===== src/rtl/decim_pkg.sv =====
// Shared definitions for the decimation stages: mode encodings,
// default widths and the accumulator width rule.
package decim_pkg;

    typedef enum logic {
        MODE_SAMPLE = 1'b0,
        MODE_AVG    = 1'b1
    } mode_e;

    localparam int DEFAULT_DATA_W   = 12;
    localparam int DEFAULT_MAX_LOG2 = 9;

    // A frame of 2^max_log2 full-scale samples needs max_log2 extra bits.
    function automatic int acc_width(input int data_w, input int max_log2);
        return data_w + max_log2;
    endfunction

endpackage


===== src/rtl/decim_out_reg.sv =====
// One-entry output holding register with valid/ready handshake and a
// sticky overrun flag that records results overwritten before use.
module decim_out_reg #(
    parameter int DATA_W = 12
) (
    input  logic              clk,
    input  logic              rst_n,
    input  logic              load,
    input  logic [DATA_W-1:0] load_data,
    output logic [DATA_W-1:0] data_out,
    output logic              out_valid,
    input  logic              out_ready,
    output logic              overrun,
    input  logic              clr_overrun
);

    logic [DATA_W-1:0] data_reg, data_next;
    logic              valid_reg, valid_next;
    logic              overrun_reg, overrun_next;
    logic              overrun_set;

    // Next-state for data, valid and overrun; a new result always wins.
    always_comb begin
        data_next    = data_reg;
        valid_next   = valid_reg;
        overrun_next = overrun_reg;
        overrun_set  = load && valid_reg && !out_ready;

        if (load) begin
            data_next  = load_data;
            valid_next = 1'b1;
        end else if (valid_reg && out_ready) begin
            valid_next = 1'b0;
        end

        // Set takes priority over a simultaneous clear.
        if (overrun_set) begin
            overrun_next = 1'b1;
        end else if (clr_overrun) begin
            overrun_next = 1'b0;
        end
    end

    // Holding register state.
    always_ff @(posedge clk or negedge rst_n) begin
        if (!rst_n) begin
            data_reg    <= '0;
            valid_reg   <= 1'b0;
            overrun_reg <= 1'b0;
        end else begin
            data_reg    <= data_next;
            valid_reg   <= valid_next;
            overrun_reg <= overrun_next;
        end
    end

    assign data_out  = data_reg;
    assign out_valid = valid_reg;
    assign overrun   = overrun_reg;

endmodule


===== src/rtl/decim_avg.sv =====
// Power-of-two decimator: per frame of 2^L accepted samples, emits either
// the last sample or the truncated boxcar average of the frame.
module decim_avg
    import decim_pkg::*;
#(
    parameter int DATA_W   = DEFAULT_DATA_W,
    parameter int MAX_LOG2 = DEFAULT_MAX_LOG2,
    // Must satisfy 2^LOG2_W > MAX_LOG2 so the clamp value is representable.
    parameter int LOG2_W   = 4
) (
    input  logic              clk,
    input  logic              rst_n,
    input  logic              enable,
    input  logic              mode,
    input  logic [LOG2_W-1:0] ratio_log2,
    input  logic              in_valid,
    input  logic [DATA_W-1:0] data_in,
    output logic [DATA_W-1:0] data_out,
    output logic              out_valid,
    input  logic              out_ready,
    output logic              overrun,
    input  logic              clr_overrun
);

    localparam int ACC_W = acc_width(DATA_W, MAX_LOG2);

    logic                accept;
    logic                first_sample;
    logic                frame_last;
    logic                result_load;
    mode_e               mode_reg;
    mode_e               eff_mode;
    logic [LOG2_W-1:0]   ratio_reg;
    logic [LOG2_W-1:0]   ratio_clamped;
    logic [LOG2_W-1:0]   eff_ratio;
    logic [MAX_LOG2-1:0] cnt_reg, cnt_next;
    logic [MAX_LOG2-1:0] last_mask;
    logic [ACC_W-1:0]    acc_reg, acc_next;
    logic [ACC_W-1:0]    sum;
    logic [DATA_W-1:0]   avg_result;
    logic [DATA_W-1:0]   result;

    assign accept        = enable && in_valid;
    assign first_sample  = (cnt_reg == '0);
    assign ratio_clamped = (ratio_log2 > LOG2_W'(MAX_LOG2)) ? LOG2_W'(MAX_LOG2) : ratio_log2;

    // The first sample of a frame sees the live config, later ones the latched copy.
    assign eff_mode  = first_sample ? mode_e'(mode) : mode_reg;
    assign eff_ratio = first_sample ? ratio_clamped : ratio_reg;

    // Terminal count N-1 is a mask of L low ones.
    generate
        for (genvar gi = 0; gi < MAX_LOG2; gi++) begin : g_last_mask
            assign last_mask[gi] = (eff_ratio > LOG2_W'(gi));
        end
    endgenerate

    assign frame_last  = (cnt_reg == last_mask);
    assign result_load = accept && frame_last;

    // Running sum including the current sample, and the truncated average.
    always_comb begin
        sum        = (first_sample ? '0 : acc_reg) + ACC_W'(data_in);
        avg_result = DATA_W'(sum >> eff_ratio);
        result     = (eff_mode == MODE_AVG) ? avg_result : data_in;
    end

    // Counter and accumulator next-state; disable discards the partial frame.
    always_comb begin
        cnt_next = cnt_reg;
        acc_next = acc_reg;
        if (!enable) begin
            cnt_next = '0;
            acc_next = '0;
        end else if (accept) begin
            if (frame_last) begin
                cnt_next = '0;
                acc_next = '0;
            end else begin
                cnt_next = cnt_reg + MAX_LOG2'(1);
                acc_next = sum;
            end
        end
    end

    // Frame state and per-frame config latch.
    always_ff @(posedge clk or negedge rst_n) begin
        if (!rst_n) begin
            cnt_reg   <= '0;
            acc_reg   <= '0;
            mode_reg  <= MODE_SAMPLE;
            ratio_reg <= '0;
        end else begin
            cnt_reg <= cnt_next;
            acc_reg <= acc_next;
            if (accept && first_sample) begin
                mode_reg  <= mode_e'(mode);
                ratio_reg <= ratio_clamped;
            end
        end
    end

    decim_out_reg #(
        .DATA_W (DATA_W)
    ) u_out_reg (
        .clk         (clk),
        .rst_n       (rst_n),
        .load        (result_load),
        .load_data   (result),
        .data_out    (data_out),
        .out_valid   (out_valid),
        .out_ready   (out_ready),
        .overrun     (overrun),
        .clr_overrun (clr_overrun)
    );

endmodule


===== config.mk =====
export PLATFORM = sky130hd
export DESIGN_NAME = decim_avg
export DESIGN_NICKNAME = d
export VERILOG_FILES = /design/src/rtl/decim_pkg.sv /design/src/rtl/decim_out_reg.sv /design/src/rtl/decim_avg.sv
export SDC_FILE = /design/constraint.sdc
export NUM_CORES = 1
export LEC_CHECK = 0
export CAP_MARGIN = 20
export CORE_ASPECT_RATIO = 1.5
export CORE_MARGIN = 2
export CORE_UTILIZATION = 30
export CTS_BUF_LIST = sky130_fd_sc_hd__clkbuf_8 sky130_fd_sc_hd__clkbuf_16
export DETAILED_ROUTE_END_ITERATION = 10
export SLEW_MARGIN = 20
export SYNTH_ARGS = -nofsm -noshare
export SYNTH_HDL_FRONTEND = slang
export SYNTH_SLANG_ARGS = --single-unit

===== constraint.sdc =====
create_clock -name clk -period 6.6 [get_ports clk]
set_clock_uncertainty 0.05 [all_clocks]
set_input_delay 1.65 -clock clk [delete_from_list [all_inputs] [get_ports clk]]
set_output_delay 1.65 -clock clk [all_outputs]
set_load 0.01 [all_outputs]

; ---- Word level (Yosys, flattened, before mapping)
; Cells that the tools add are included.
[totals]
out_inout_bits = 14
inputBits = 23
rom_bits = 0
elab_cells = 47
latch_bits = 0
mem_bits_rw = 0
register_bits = 49
mem_count = 0
[classes]
n_shift = 1
div_mod_pow = 0
n_lt_le_gt_ge = 10
n_reduce_logical = 10
eq_ne = 2
n_mul = 0
n_mux = 15
n_addsub = 2
bitwise_logic = 0
[op_table]
columns = op, count
row1 = $mux 21, 4
row2 = $mux 9, 3
row3 = $add 21x12->21, 1
row4 = $shr 21x4->12, 1
row5 = $gt 4x3->1 const B, 4
row6 = $mux 12, 1
row7 = $add 9x1->9 const B, 1
row8 = $eq 9x9->1, 1
row9 = $logic_not 9->1, 1
row10 = $gt 4x1->1 const B, 2
row11 = $gt 4x2->1 const B, 2
row12 = $gt 4x4->1 const B, 2
row13 = $mux 4, 2
row14 = $logic_and 1x1->1, 6
row15 = $mux 1, 5
row16 = $reduce_bool 2->1, 2
row17 = $ne 2x1->1 const B, 1
row18 = $logic_not 1->1, 1

; ---- Longest topological paths before layout
[depth]
depth_word = 9
ltp_mapped = 18
depth_no_buf = 16

; ---- Modules after synthesis
; A second synthesis with hierarchy kept.
[hier_totals]
hier_cells = 606
area_unflattened_um2 = 4854.7
[modules_own_cells]
columns = module, cells_per_inst, seq_area_each_um2, area_per_inst_um2, n_inst
row1 = decim_avg, 575, 875.8, 4300.4, 1
row2 = decim_out_reg, 31, 350.3, 554.3, 1

; ---- Least setup slack after synthesis
; No wires, ideal clock.
[synth_timing]
path_type = register -> register
start = register cnt_reg[1]
end = register u_out_reg.data_reg[9] (netlist: u_out_reg.data_out[9])
setup_time_ns = 0.082
path_buffers = 2
arrival_ns = 4.520
period_less_slack_ns = 4.652
required_time_ns = 6.468
stages_incl_launch_ff = 19
path_slack_ns = 1.948
cell_sequence = dfrtp_1 inv_1 ha_1 nor4b_4 nand2_1 clkbuf_1 clkbuf_1 and2_1 ha_1 fa_1 a211oi_1 o21ai_0 a21oi_1 o21ai_1 xor2_1 o221a_2 and2_1 a211o_1 a31oi_1
[synth_via]
elab_chain_cells = 5
word_cells_on_any_way = 18
classes_between = 1 x add/sub / 9 x order compare / 1 x eq/ne / 1 x shift / 4 x mux / 2 x reduce/logical
[synth_lines]
columns = item, line
row1 = from (decl), decim_avg.sv:36  ; logic [MAX_LOG2-1:0] cnt_reg, cnt_next;
row2 = from (signal assigned), decim_avg.sv:94  ; cnt_reg <= cnt_next;
row3 = $logic_not 9->1, decim_avg.sv:44  ; assign first_sample = (cnt_reg == '0);
row4 = $mux 21 / $mux 4 (equally long branches), "decim_avg.sv:63, decim_avg.sv:49"
row5 = $add 21x12->21 (tied with other cells), decim_avg.sv:63  ; sum = (first_sample ? '0 : acc_reg) + ACC_W'(data_in);
row6 = $shr 21x4->12 / $eq 9x9->1 (equally long branches), "decim_avg.sv:64, decim_avg.sv:58"
row7 = $mux 12 / $logic_and 1x1->1 (equally long branches), "decim_avg.sv:65, decim_avg.sv:59"
row8 = to (signal assigned), decim_out_reg.sv:51  ; data_reg <= data_next;
row9 = to (decl), decim_out_reg.sv:17  ; logic [DATA_W-1:0] data_reg, data_next;
; Parallel ways exist; a longest one is shown, timed or not.
; A chain may end at the register's enable or synchronous reset.

; ---- Worst setup path in the final report
[layout_timing]
start = register cnt_reg[1]
end = register u_out_reg.data_reg[1] (netlist: u_out_reg.data_out[1])
; Same word-level chain as after synthesis.

==> run metrics <==
total power=around 1.4 mW; Die Footprint=about 0.017 sq mm; worst r2r src=cnt_reg[1]$_DFFE_PN0P_; total negative setup slack=0 ns; grt ovf=0; Core Util, Final=0.346; row count=between 50 and 60; post_cts resized=0; Slew Viols, Final=0; max reg flops=21; cell mode on critical path=a211oi_1; Cells after DPL=approximately 820; Flop pwr share=0.279; first-pass GRT wire length=between 20 and 30 mm; Max-slew headroom=0.498; syn avg cell area=~8 sq um; max_cap viols=0; Setup crit end kind=flop; CTS Buf Count=5; Yosys cell types=between 70 and 80; Vias per Instance=roughly 6; Net Sw Frac=0.459; Final HPWL DP=between 10 and 15 mm; vias in the first global route=4694; Async SR Flop Fraction=1.00; xor/xnor share of the synthesized area=0.0259; status=finished clean; highest-count cells in the layout ignoring fill and taps=nand2_1, o21ai_0, dfrtp_1; crit-path max FO=27; final wirelength=~16 mm; Post-CTS Setup Inserts=0; placer congestion estimate=between 0.9 and 1; Ys Warns=0; PwrDens=around 260 mW/mm^2; drt wl/cell=~20 um; worst hold path startpoint=acc_reg[6]$_DFFE_PN0P_; Initial Utilization=0.305; share of layout cells above drive strength 1=0.0676; core area=about 0.016 sq mm; CP arrival=about 5.6 ns; worst slew pin tran=~0.73 ns; via count=between 4k and 5k; Tot GR Track Use=0.194; mapped cell area=roughly 0.0047 sq mm; Antenna Violating Nets Remaining=0; Num Clock Sinks=49; Final period util=0.826; CTS tree=yes; iteration-0 DRC count of the detailed router=368; most common cell after layout, fill and taps aside=nand2_1; Syn Nets=roughly 650; slowest cell on the critical path=a211oi_1; FMAX=approximately 180 MHz; Hold-fix buffers, CTS=0; ANT cells=0; Leak=roughly 2.2 nW; CP Launch Type=flop; simple-gate share of the synthesized area=0.253; fin cells=between 800 and 900; CP cell instances=inv_1 > ha_1 > nor4b_4 > nand2_1 > buf_4 > and2_1 > ha_1 > fa_1 > a211oi_1 > o21ai_0 > a211oi_1 > nor3b_1 > xnor2_1 > o22ai_1 > a211oi_1 > a21oi_1 > a221o_1; Peak supply drop=approximately 98 uV; final setup vio count=0; die extent in y=roughly 160 um; crit path time final=~5.5 ns; Clock transition at path regs=about 0.070 ns; Adder-Cell Fraction of Synth Area=0.0412; FF+latch count, synth=49; delay-heaviest family, CP=compound AO/OA/AOI/OAI gates; hold path cells=2; number of flops mapped to enable cells by yosys=0; CTS Buffer Depth=2; DR pass1 iterations=6; Final Net Count=about 660; slowest stage delay, CP=~0.56 ns; clk_lat worst skew=~0.30 ns; Psw=approximately 0.65 mW; cells after synthesis=between 600 and 700; Die Wd=roughly 110 um; WP buf/inv=2; clock power share=0.185; clock root cell=clkbuf_16; final hold violation count=0; CTS H-tree depth=2; synthesis-to-finish area growth=13.7%; internal power=between 0.7 and 0.8 mW; Top Ports=37; reg-to-reg endpoint=u_out_reg.data_out[1]$_DFFE_PN0P_; Synth Area in Compound Gates=0.327; Post-route DRC=0; RSZ-0062 raised after global routing=no; Comb pwr share=0.535; Seq/Total Area, Yosys=0.259; largest family of logic cells by synthesized area=compound AO/OA/AOI/OAI gates; initial antenna violation count=0; min-delay worst type=flop to flop; Worst Path Required=around 6.7 ns; WHS Endpoint=acc_reg[6]$_DFFE_PN0P_; worst reg2reg path depth=17; I/O Buffers=36; post-synthesis mux area share=0.0502; largest net degree at the start of global routing=50; FF-to-FF setup slack=1.15 ns; WS Path Type=flop to flop; Top FF cell, synth=dfrtp_1
cell usage after synthesis (16+ instances only):
library cell  number  area share
buf_2             17       0.018
nand2_1           72       0.057
nand3_1           19       0.020
dfrtp_1           49        0.26
nor2_1            46       0.036
mux2i_1           17       0.036
a21oi_1           33       0.035
a211oi_1          18       0.029
clkbuf_1          22       0.017
o21ai_0           49       0.052
nor3_1            16       0.017
and2_1            19       0.025
layout make-up:
| cell class | count | area [sq um] |
|---|---|---|
| clock inverter | 3 | 22.5 |
| multi-input combinational | 511 | 3300 |
| sequential | 49 | 1230 |
| fill | 1678 | 10200 |
| tap | 203 | 254 |
| timing repair buffer | 46 | 430 |
| clock buffer | 5 | 125 |
| inverter | 7 | 26.3 |
power groups by stage:
stage | Sequential [mW] | Combinational [mW] | Clock, mW
floorplan | 0.373 | 0.542 | 0
global placement | 0.402 | 0.744 | 0
detailed placement | 0.402 | 0.750 | 0
CTS | 0.397 | 0.753 | 0.272
global route | 0.403 | 0.829 | 0.281
finish | 0.397 | 0.761 | 0.264
cells by family after synthesis:
| family | count (synthesis) |
|---|---|
| AO/OA/AOI/OAI | 223 |
| buffers and inverters | 48 |
| multiplexers | 23 |
| AND/OR/NAND/NOR | 236 |
| flip-flops | 49 |
| adder cells (fa/ha/maj) | 15 |
| XOR/XNOR | 14 |
how the worst max path moves through the flow:
stage,start,end,slack [ns],cells past startpoint
floorplan,cnt_reg[1]$_DFFE_PN0P_,u_out_reg.data_out[9]$_DFFE_PN0P_,1.95,18
global placement,data_in[0],u_out_reg.data_out[11]$_DFFE_PN0P_,1.10,12
detailed placement,data_in[0],u_out_reg.data_out[11]$_DFFE_PN0P_,1.07,12
CTS,cnt_reg[1]$_DFFE_PN0P_,u_out_reg.data_out[11]$_DFFE_PN0P_,1.27,17
global route,cnt_reg[1]$_DFFE_PN0P_,u_out_reg.data_out[1]$_DFFE_PN0P_,0.70,17
finish,cnt_reg[1]$_DFFE_PN0P_,u_out_reg.data_out[1]$_DFFE_PN0P_,1.15,17
per-stage QoR:
step	instance area, sq um	hold slack (ns)	worst slack, ns
final	5390	0.429	1.15
after global routing	5390	0.460	0.702
after CTS	5390	0.435	1.27
after detailed placement	5240	0.417	1.07
after global placement	5240	0.410	1.10
after floorplan	4740	0.392	1.95
routing by layer:
metal,part of all wire,vias to the layer above,global-route usage
met5,0,-,0
met4,0.052,0,0.101
met3,0.037,41,0.0202
met2,0.53,163,0.362
met1,0.38,2399,0.215
li1,-,2333,-
worst reg2reg max path: stages, from the launching register on:
cell and delay (ns):
dfrtp_1 0.42, inv_1 0.13, ha_1 0.18, nor4b_4 0.51
nand2_1 0.18, buf_4 0.29, and2_1 0.22, ha_1 0.21
fa_1 0.43, a211oi_1 0.31, o21ai_0 0.31, a211oi_1 0.56
nor3b_1 0.19, xnor2_1 0.26, o22ai_1 0.11, a211oi_1 0.47
a21oi_1 0.16, a221o_1 0.33
No activity file was read; power rests on OpenSTA's default activity.
